===== src/rtl/serial_add_if.sv =====
// Handshake and data bundle between two adder clients and serial_add_arbiter.
// The master side drives requests and operands; the slave side returns
// grants, status and the registered result.
interface serial_add_if #(
    parameter int WIDTH = 8
);
    logic             req0;
    logic [WIDTH-1:0] a0;
    logic [WIDTH-1:0] b0;
    logic             req1;
    logic [WIDTH-1:0] a1;
    logic [WIDTH-1:0] b1;
    logic [1:0]       gnt;
    logic             busy;
    logic             done;
    logic             done_id;
    logic [WIDTH-1:0] sum;
    logic             cout;

    modport master (
        output req0, a0, b0, req1, a1, b1,
        input  gnt, busy, done, done_id, sum, cout
    );

    modport slave (
        input  req0, a0, b0, req1, a1, b1,
        output gnt, busy, done, done_id, sum, cout
    );
endinterface


===== src/rtl/serial_add_arbiter.sv =====
// Bit-serial WIDTH-bit adder shared by two requesters under round-robin
// arbitration. One 1-bit cell (two half-adder stages plus a carry flop)
// is stepped WIDTH times per operation, LSB first.
// Optional build macro: SERIAL_ADD_SAT_EN -- when defined, a result with a
// carry out of the MSB saturates sum to all ones (cout still reports 1).
module serial_add_arbiter #(
    parameter int WIDTH = 8
) (
    input  logic        clk,
    input  logic        rst_n,
    serial_add_if.slave bus
);
    localparam int               CNT_W    = $clog2(WIDTH);
    localparam logic [CNT_W-1:0] LAST_BIT = CNT_W'(WIDTH - 1);

    typedef enum logic [1:0] {
        IDLE,
        ADD,
        DONE
    } state_t;

    state_t           state;
    logic [WIDTH-1:0] a_sr;
    logic [WIDTH-1:0] b_sr;
    logic [WIDTH-1:0] sum_sr;
    logic             carry;
    logic [CNT_W-1:0] cnt;
    logic             last_id;

    logic             accept_id;
    logic             s1;
    logic             c1;
    logic             c2;
    logic             sum_bit;
    logic [WIDTH-1:0] final_sum;

    // Arbitration choice, the shared 1-bit cell, and the result as published.
    always_comb begin
        // NOTE: every signal gets a default first so no path leaves it
        // unassigned; otherwise synthesis infers a latch.
        accept_id = bus.req1;
        if (bus.req0 && bus.req1) begin
            accept_id = ~last_id;
        end

        s1      = a_sr[0] ^ b_sr[0];
        c1      = a_sr[0] & b_sr[0];
        sum_bit = s1 ^ carry;
        c2      = s1 & carry;

        final_sum = sum_sr;
`ifdef SERIAL_ADD_SAT_EN
        if (carry) begin
            final_sum = '1;
        end
`endif
    end

    // Controller, datapath shift registers and registered outputs.
    always_ff @(posedge clk or negedge rst_n) begin
        // NOTE: the shift registers are ordinary flops, not a memory, so
        // they are cleared here along with the rest of the state.
        if (!rst_n) begin
            state       <= IDLE;
            a_sr        <= '0;
            b_sr        <= '0;
            sum_sr      <= '0;
            carry       <= 1'b0;
            cnt         <= '0;
            last_id     <= 1'b1;
            bus.gnt     <= 2'b00;
            bus.busy    <= 1'b0;
            bus.done    <= 1'b0;
            bus.done_id <= 1'b0;
            bus.sum     <= '0;
            bus.cout    <= 1'b0;
        end else begin
            // NOTE: non-blocking assignments so every flop samples the
            // pre-edge values regardless of statement order.
            bus.gnt  <= 2'b00;
            bus.done <= 1'b0;
            unique case (state)
                IDLE: begin
                    if (bus.req0 || bus.req1) begin
                        a_sr     <= accept_id ? bus.a1 : bus.a0;
                        b_sr     <= accept_id ? bus.b1 : bus.b0;
                        carry    <= 1'b0;
                        cnt      <= '0;
                        last_id  <= accept_id;
                        bus.gnt  <= accept_id ? 2'b10 : 2'b01;
                        bus.busy <= 1'b1;
                        state    <= ADD;
                    end
                end
                ADD: begin
                    carry  <= c1 | c2;
                    sum_sr <= {sum_bit, sum_sr[WIDTH-1:1]};
                    a_sr   <= a_sr >> 1;
                    b_sr   <= b_sr >> 1;
                    cnt    <= cnt + 1'b1;
                    if (cnt == LAST_BIT) begin
                        state <= DONE;
                    end
                end
                DONE: begin
                    bus.done    <= 1'b1;
                    bus.done_id <= last_id;
                    bus.sum     <= final_sum;
                    bus.cout    <= carry;
                    bus.busy    <= 1'b0;
                    state       <= IDLE;
                end
                default: state <= IDLE;
            endcase
        end
    end
endmodule

===== src/flat_wrapper.sv =====
// flat-port wrapper written by rule: the top's interface ports become plain ports
module serial_add_arbiter_flat 
#(
    parameter int WIDTH = 8
)
  (clk, rst_n, bus_req0, bus_a0, bus_b0, bus_req1, bus_a1, bus_b1, bus_gnt, bus_busy, bus_done, bus_done_id, bus_sum, bus_cout);
  serial_add_if #(.WIDTH(WIDTH)) bus_i ();
  input  logic clk;
  input  logic rst_n;
  input wire logic [$bits(bus_i.req0)-1:0] bus_req0;
  input wire logic [$bits(bus_i.a0)-1:0] bus_a0;
  input wire logic [$bits(bus_i.b0)-1:0] bus_b0;
  input wire logic [$bits(bus_i.req1)-1:0] bus_req1;
  input wire logic [$bits(bus_i.a1)-1:0] bus_a1;
  input wire logic [$bits(bus_i.b1)-1:0] bus_b1;
  output wire logic [$bits(bus_i.gnt)-1:0] bus_gnt;
  output wire logic [$bits(bus_i.busy)-1:0] bus_busy;
  output wire logic [$bits(bus_i.done)-1:0] bus_done;
  output wire logic [$bits(bus_i.done_id)-1:0] bus_done_id;
  output wire logic [$bits(bus_i.sum)-1:0] bus_sum;
  output wire logic [$bits(bus_i.cout)-1:0] bus_cout;
  assign bus_i.req0 = bus_req0;
  assign bus_i.a0 = bus_a0;
  assign bus_i.b0 = bus_b0;
  assign bus_i.req1 = bus_req1;
  assign bus_i.a1 = bus_a1;
  assign bus_i.b1 = bus_b1;
  assign bus_gnt = bus_i.gnt;
  assign bus_busy = bus_i.busy;
  assign bus_done = bus_i.done;
  assign bus_done_id = bus_i.done_id;
  assign bus_sum = bus_i.sum;
  assign bus_cout = bus_i.cout;
  serial_add_arbiter #(.WIDTH(WIDTH)) u_core (.clk(clk), .rst_n(rst_n), .bus(bus_i));
endmodule

===== config.mk =====
export PLATFORM = sky130hd
export DESIGN_NAME = serial_add_arbiter_flat
export DESIGN_NICKNAME = d
export VERILOG_FILES = /design/src/rtl/serial_add_if.sv /design/src/rtl/serial_add_arbiter.sv /design/src/flat_wrapper.sv
export SDC_FILE = /design/constraint.sdc
export NUM_CORES = 1
export LEC_CHECK = 0
export ABC_AREA = 0
export CAP_MARGIN = 15
export CORE_MARGIN = 3
export CORE_UTILIZATION = 48
export CTS_CLUSTER_SIZE = 24
export DETAILED_ROUTE_END_ITERATION = 10
export GPL_ROUTABILITY_DRIVEN = 0
export GPL_TIMING_DRIVEN = 0
export PLACE_DENSITY = 0.78
export SLEW_MARGIN = 20
export SYNTH_ARGS = -nofsm -noshare
export SYNTH_HDL_FRONTEND = slang
export SYNTH_SLANG_ARGS = --single-unit

===== constraint.sdc =====
create_clock -name clk -period 1.7 [get_ports clk]
set_input_delay 0.17 -clock clk [delete_from_list [all_inputs] [get_ports clk]]
set_output_delay 0.17 -clock clk [all_outputs]
set_load 0.02 [all_outputs]

==> results.txt <==
Status -> finished, final reports clean
Period minus WS final -> 1.54 ns
Power Dens Cells -> 1500 nW/um2
Final hold vios -> 0
Sw Pwr -> 1.44 mW
Area grow syn2layout -> 33.4%
CTS clock-pin slew for the worst setup and hold paths -> 0.08 ns
Final net count -> 271
Initial Util -> 52.1%
First-pass GRT wire length -> 7.38 mm
Worst min path class -> primary input to asynchronous set/reset pin
Antenna Nets Post-Route -> 0
Core area -> 3830 um2
CTS sink cnt -> 45
Synth Area in XOR/XNOR -> 0%
Actual slew at the worst max-slew pin -> 0.574 ns
Post-route setup slack -> 0.162 ns
Crit share post-route -> 90.4%
Post-Place Setup Slack -> -0.114 ns
Yosys top cell area share -> 55.2%
Vias -> 1491
Pleak -> 1.20 nW
Pin count of the biggest net entering global routing -> 26
First-pass DRT Iterations -> 4
Sw Ratio -> 36.2%
Root Buffer -> clkbuf_8
Synthesized net count -> 213
Slew margin rel. -> 61.6%
Maximum VDD drop -> 0.980 mV
Netlist Area Pre-Place -> 1990 um2
Cell variety after synth -> 26
CTS buffer count -> 5
WP data arrival -> 1.74 ns
Avg Cell Area, Syn -> 11.5 um2
Gr usage total -> 19.0%
Layout Skew -> 0.00463 ns
Num rows -> 22
Number of remaining DRC errors -> 0
Clock network power share -> 15.5%
Clk buf depth -> 2
Synth Instances -> 174
CTS tree -> done
Initial antenna violation count -> 0
H-tree levels -> 2
Max incr delay on CP -> 0.39 ns
Chip Height -> 70.4 um
Die width -> 70.4 um
Seq/Total Area, Yosys -> 56.6%
Setup Viol. Count Final -> 0
CP endpoint kind -> flop
Max-Cap Viols -> 0
Sequential Power Share -> 43.6%
Mux cell area share after synthesis -> 14.7%
Highest Clock Rate -> 650 MHz
Worst Path Max Fanout -> 10
Total Wirelength -> 4.27 mm
Finished Core Util -> 69.5%
Vias in the first global route -> 1530
Synth warn -> 0
Final Cell Area -> 2660 um2
Kind of critical path -> flop to flop
Worst Path Required -> 1.90 ns
Post-synthesis sequential element count -> 45
DR iter-0 viols -> 56
Post-DP HPWL -> 3.24 mm
Top-Level Pins -> 50
Clk_lat worst skew -> 0.29 ns
Fill cells -> 293
Startpoint class of the critical path -> flop
PortBufs -> 49
Layout cell share with drive strength beyond 1 -> 13.7%
Most used cell, CP -> buf_2
Compound-Gate Fraction of Synth Area -> 11.7%
Post-synth top area cell -> dfrtp_1
Fin cells -> 281
Die area -> 4960 um2
Slowest cell on the critical path -> dfrtp_1
Pint -> 2.54 mW
Global route total overflow -> 0
Simple-gate area share of the yosys netlist -> 9.67%
Main combinational cell family by area after synthesis -> multiplexers
Largest cells by area after synthesis -> dfrtp_1 (55%), mux2i_1 (9.0%), nand2_1 (7.0%)
Pins Over Slew Limit -> 0
Diode count -> 0
Critical Path, Cell by Cell -> buf_2 > nor2_1 > o21ai_2 > buf_2 > o221ai_1
Post-Synth Adder-Cell Area -> 2.26%
Post CTS Setup Buffer Count -> 0
Slack of the worst reg-to-reg path -> 0.16 ns
PostCTS Resize Cnt -> 0
Vias/cell -> 5.31
Dpl cell area -> 2570 um2
Gate power share -> 40.9%
RSZ-0062 raised after global routing -> yes
Drt wl/cell -> 15.2 um
# placed instances -> 272
==> through the flow <==
| stage | hold WS [ns] | setup TNS [ns] | total power [mW] |
|---|---|---|---|
| 2_1_floorplan | -0.126 | 0 | 2.73 |
| 3_3_place_gp | 0.456 | -28.13 | 3.27 |
| 3_5_place_dp | 0.171 | -0.736 | 3.39 |
| 4_1_cts | 0.385 | 0 | 4.02 |
| 5_1_grt | 0.429 | -0.000403 | 4.29 |
| 6_report | 0.382 | 0 | 3.98 |
==> power groups by stage <==
stage               clock, mW  combinational (mW)  sequential [mW]
detailed placement          0                1.63             1.76
global route            0.690                1.81             1.79
CTS                     0.633                1.65             1.74
global placement            0                1.54             1.73
floorplan                   0               0.887             1.84
finish                  0.615                1.63             1.74
==> cells in the mapped netlist (all sizes together) <==
| cell type | count |
|---|---|
| buf | 8 |
| and2 | 2 |
| mux2 | 10 |
| clkbuf | 1 |
| dfstp | 1 |
| a21boi | 1 |
| a31oi | 1 |
| nor2b | 2 |
| inv | 10 |
| nor2 | 3 |
| o221ai | 14 |
| dfrtp | 44 |
| o22ai | 1 |
| a21oi | 1 |
| fa | 1 |
| o21ai | 14 |
| mux2i | 18 |
| nand2b | 1 |
| o21a | 1 |
| nor3 | 1 |
| nand2 | 37 |
| ha | 2 |
==> worst max-delay path, delay by kind of cell (launching register included) <==
family          cells  cell delay [ns]
buf+inv             2             0.41
compound gates      2             0.36
simple gates        1             0.27
flops               1             0.39
==> state kept, by name, summed over array words and instances, names as in the netlist <==
| name | cells |
|---|---|
| u_core.bus.gnt | 2 |
| u_core.cnt | 3 |
| u_core.carry | 1 |
| u_core.bus.sum | 8 |
| u_core.bus.busy | 1 |
| u_core.bus.cout | 1 |
| u_core.bus.done_id | 1 |
| u_core.last_id | 1 |
| u_core.b_sr | 8 |
| u_core.final_sum | 8 |
| u_core.a_sr | 8 |
| u_core.bus.done | 1 |
| u_core.state | 2 |
==> cells by family after synthesis <==
group / count (synthesis)
DFF: 45
AOI/OAI and AO/OA: 33
buffers and inverters: 19
adders and majority gates: 3
and+or+nand+nor: 46
muxes: 28
==> layout by cell type, fill, tap and decap left out <==
cell type,count
clkdlybuf4s50_1,48
nor2_1,3
and2_2,1
inv_1,10
o21ai_2,1
clkbuf_1,2
and2_1,1
o221ai_1,14
ha_1,2
mux2_2,10
buf_12,1
o22ai_1,1
a21oi_1,1
dfstp_2,1
nor2b_1,2
nand2_1,37
o21ai_0,13
clkbuf_8,5
dlygate4sd3_1,1
a21boi_2,1
a31oi_1,1
fa_1,1
dfrtp_1,44
buf_6,1
mux2i_1,18
buf_16,1
clkinv_2,2
o21a_1,1
nand2b_1,1
buf_2,7
nor3_2,1
==> worst paths after layout <==
| path | from | to | depth (start not counted) |
|---|---|---|---|
| max | u_core.state[1] | u_core.b_sr[4] | 5 |
| min in group clk | u_core.b_sr[3] | u_core.b_sr[2] | 2 |
| max reg2reg | u_core.state[1] | u_core.b_sr[4] | 5 |
| min reg2reg | u_core.b_sr[3] | u_core.b_sr[2] | 2 |
| max in group asynchronous | rst_n | u_core.b_sr[4] | 3 |
| min | rst_n | u_core.bus.sum[7] | 2 |
==> area by class of cell <==
class                   count  area, um2  area share [%]
multi-input cells         110        763            28.7
repair buffers             51        523            19.7
clock buffers               6       72.6            2.73
plain buffers               9       65.1            2.45
flip-flops and latches     45       1130            42.4
well taps                  48       60.1            2.26
inverters                  10       37.5            1.41
clock inverters             2       10.0           0.376
==> timing repair <==
action                                  CTS  global route
endpoints found under the hold margin    19             0
hold buffers                              1             0
endpoints found under the setup margin    0             1
==> per-layer routing <==
layer	track usage [%]	routed length [um]
met5	0	0
met1	24.6	1770
met4	5.74	42
met2	32.0	2280
met3	3.74	178
No activity file was read; power rests on OpenSTA's default activity.
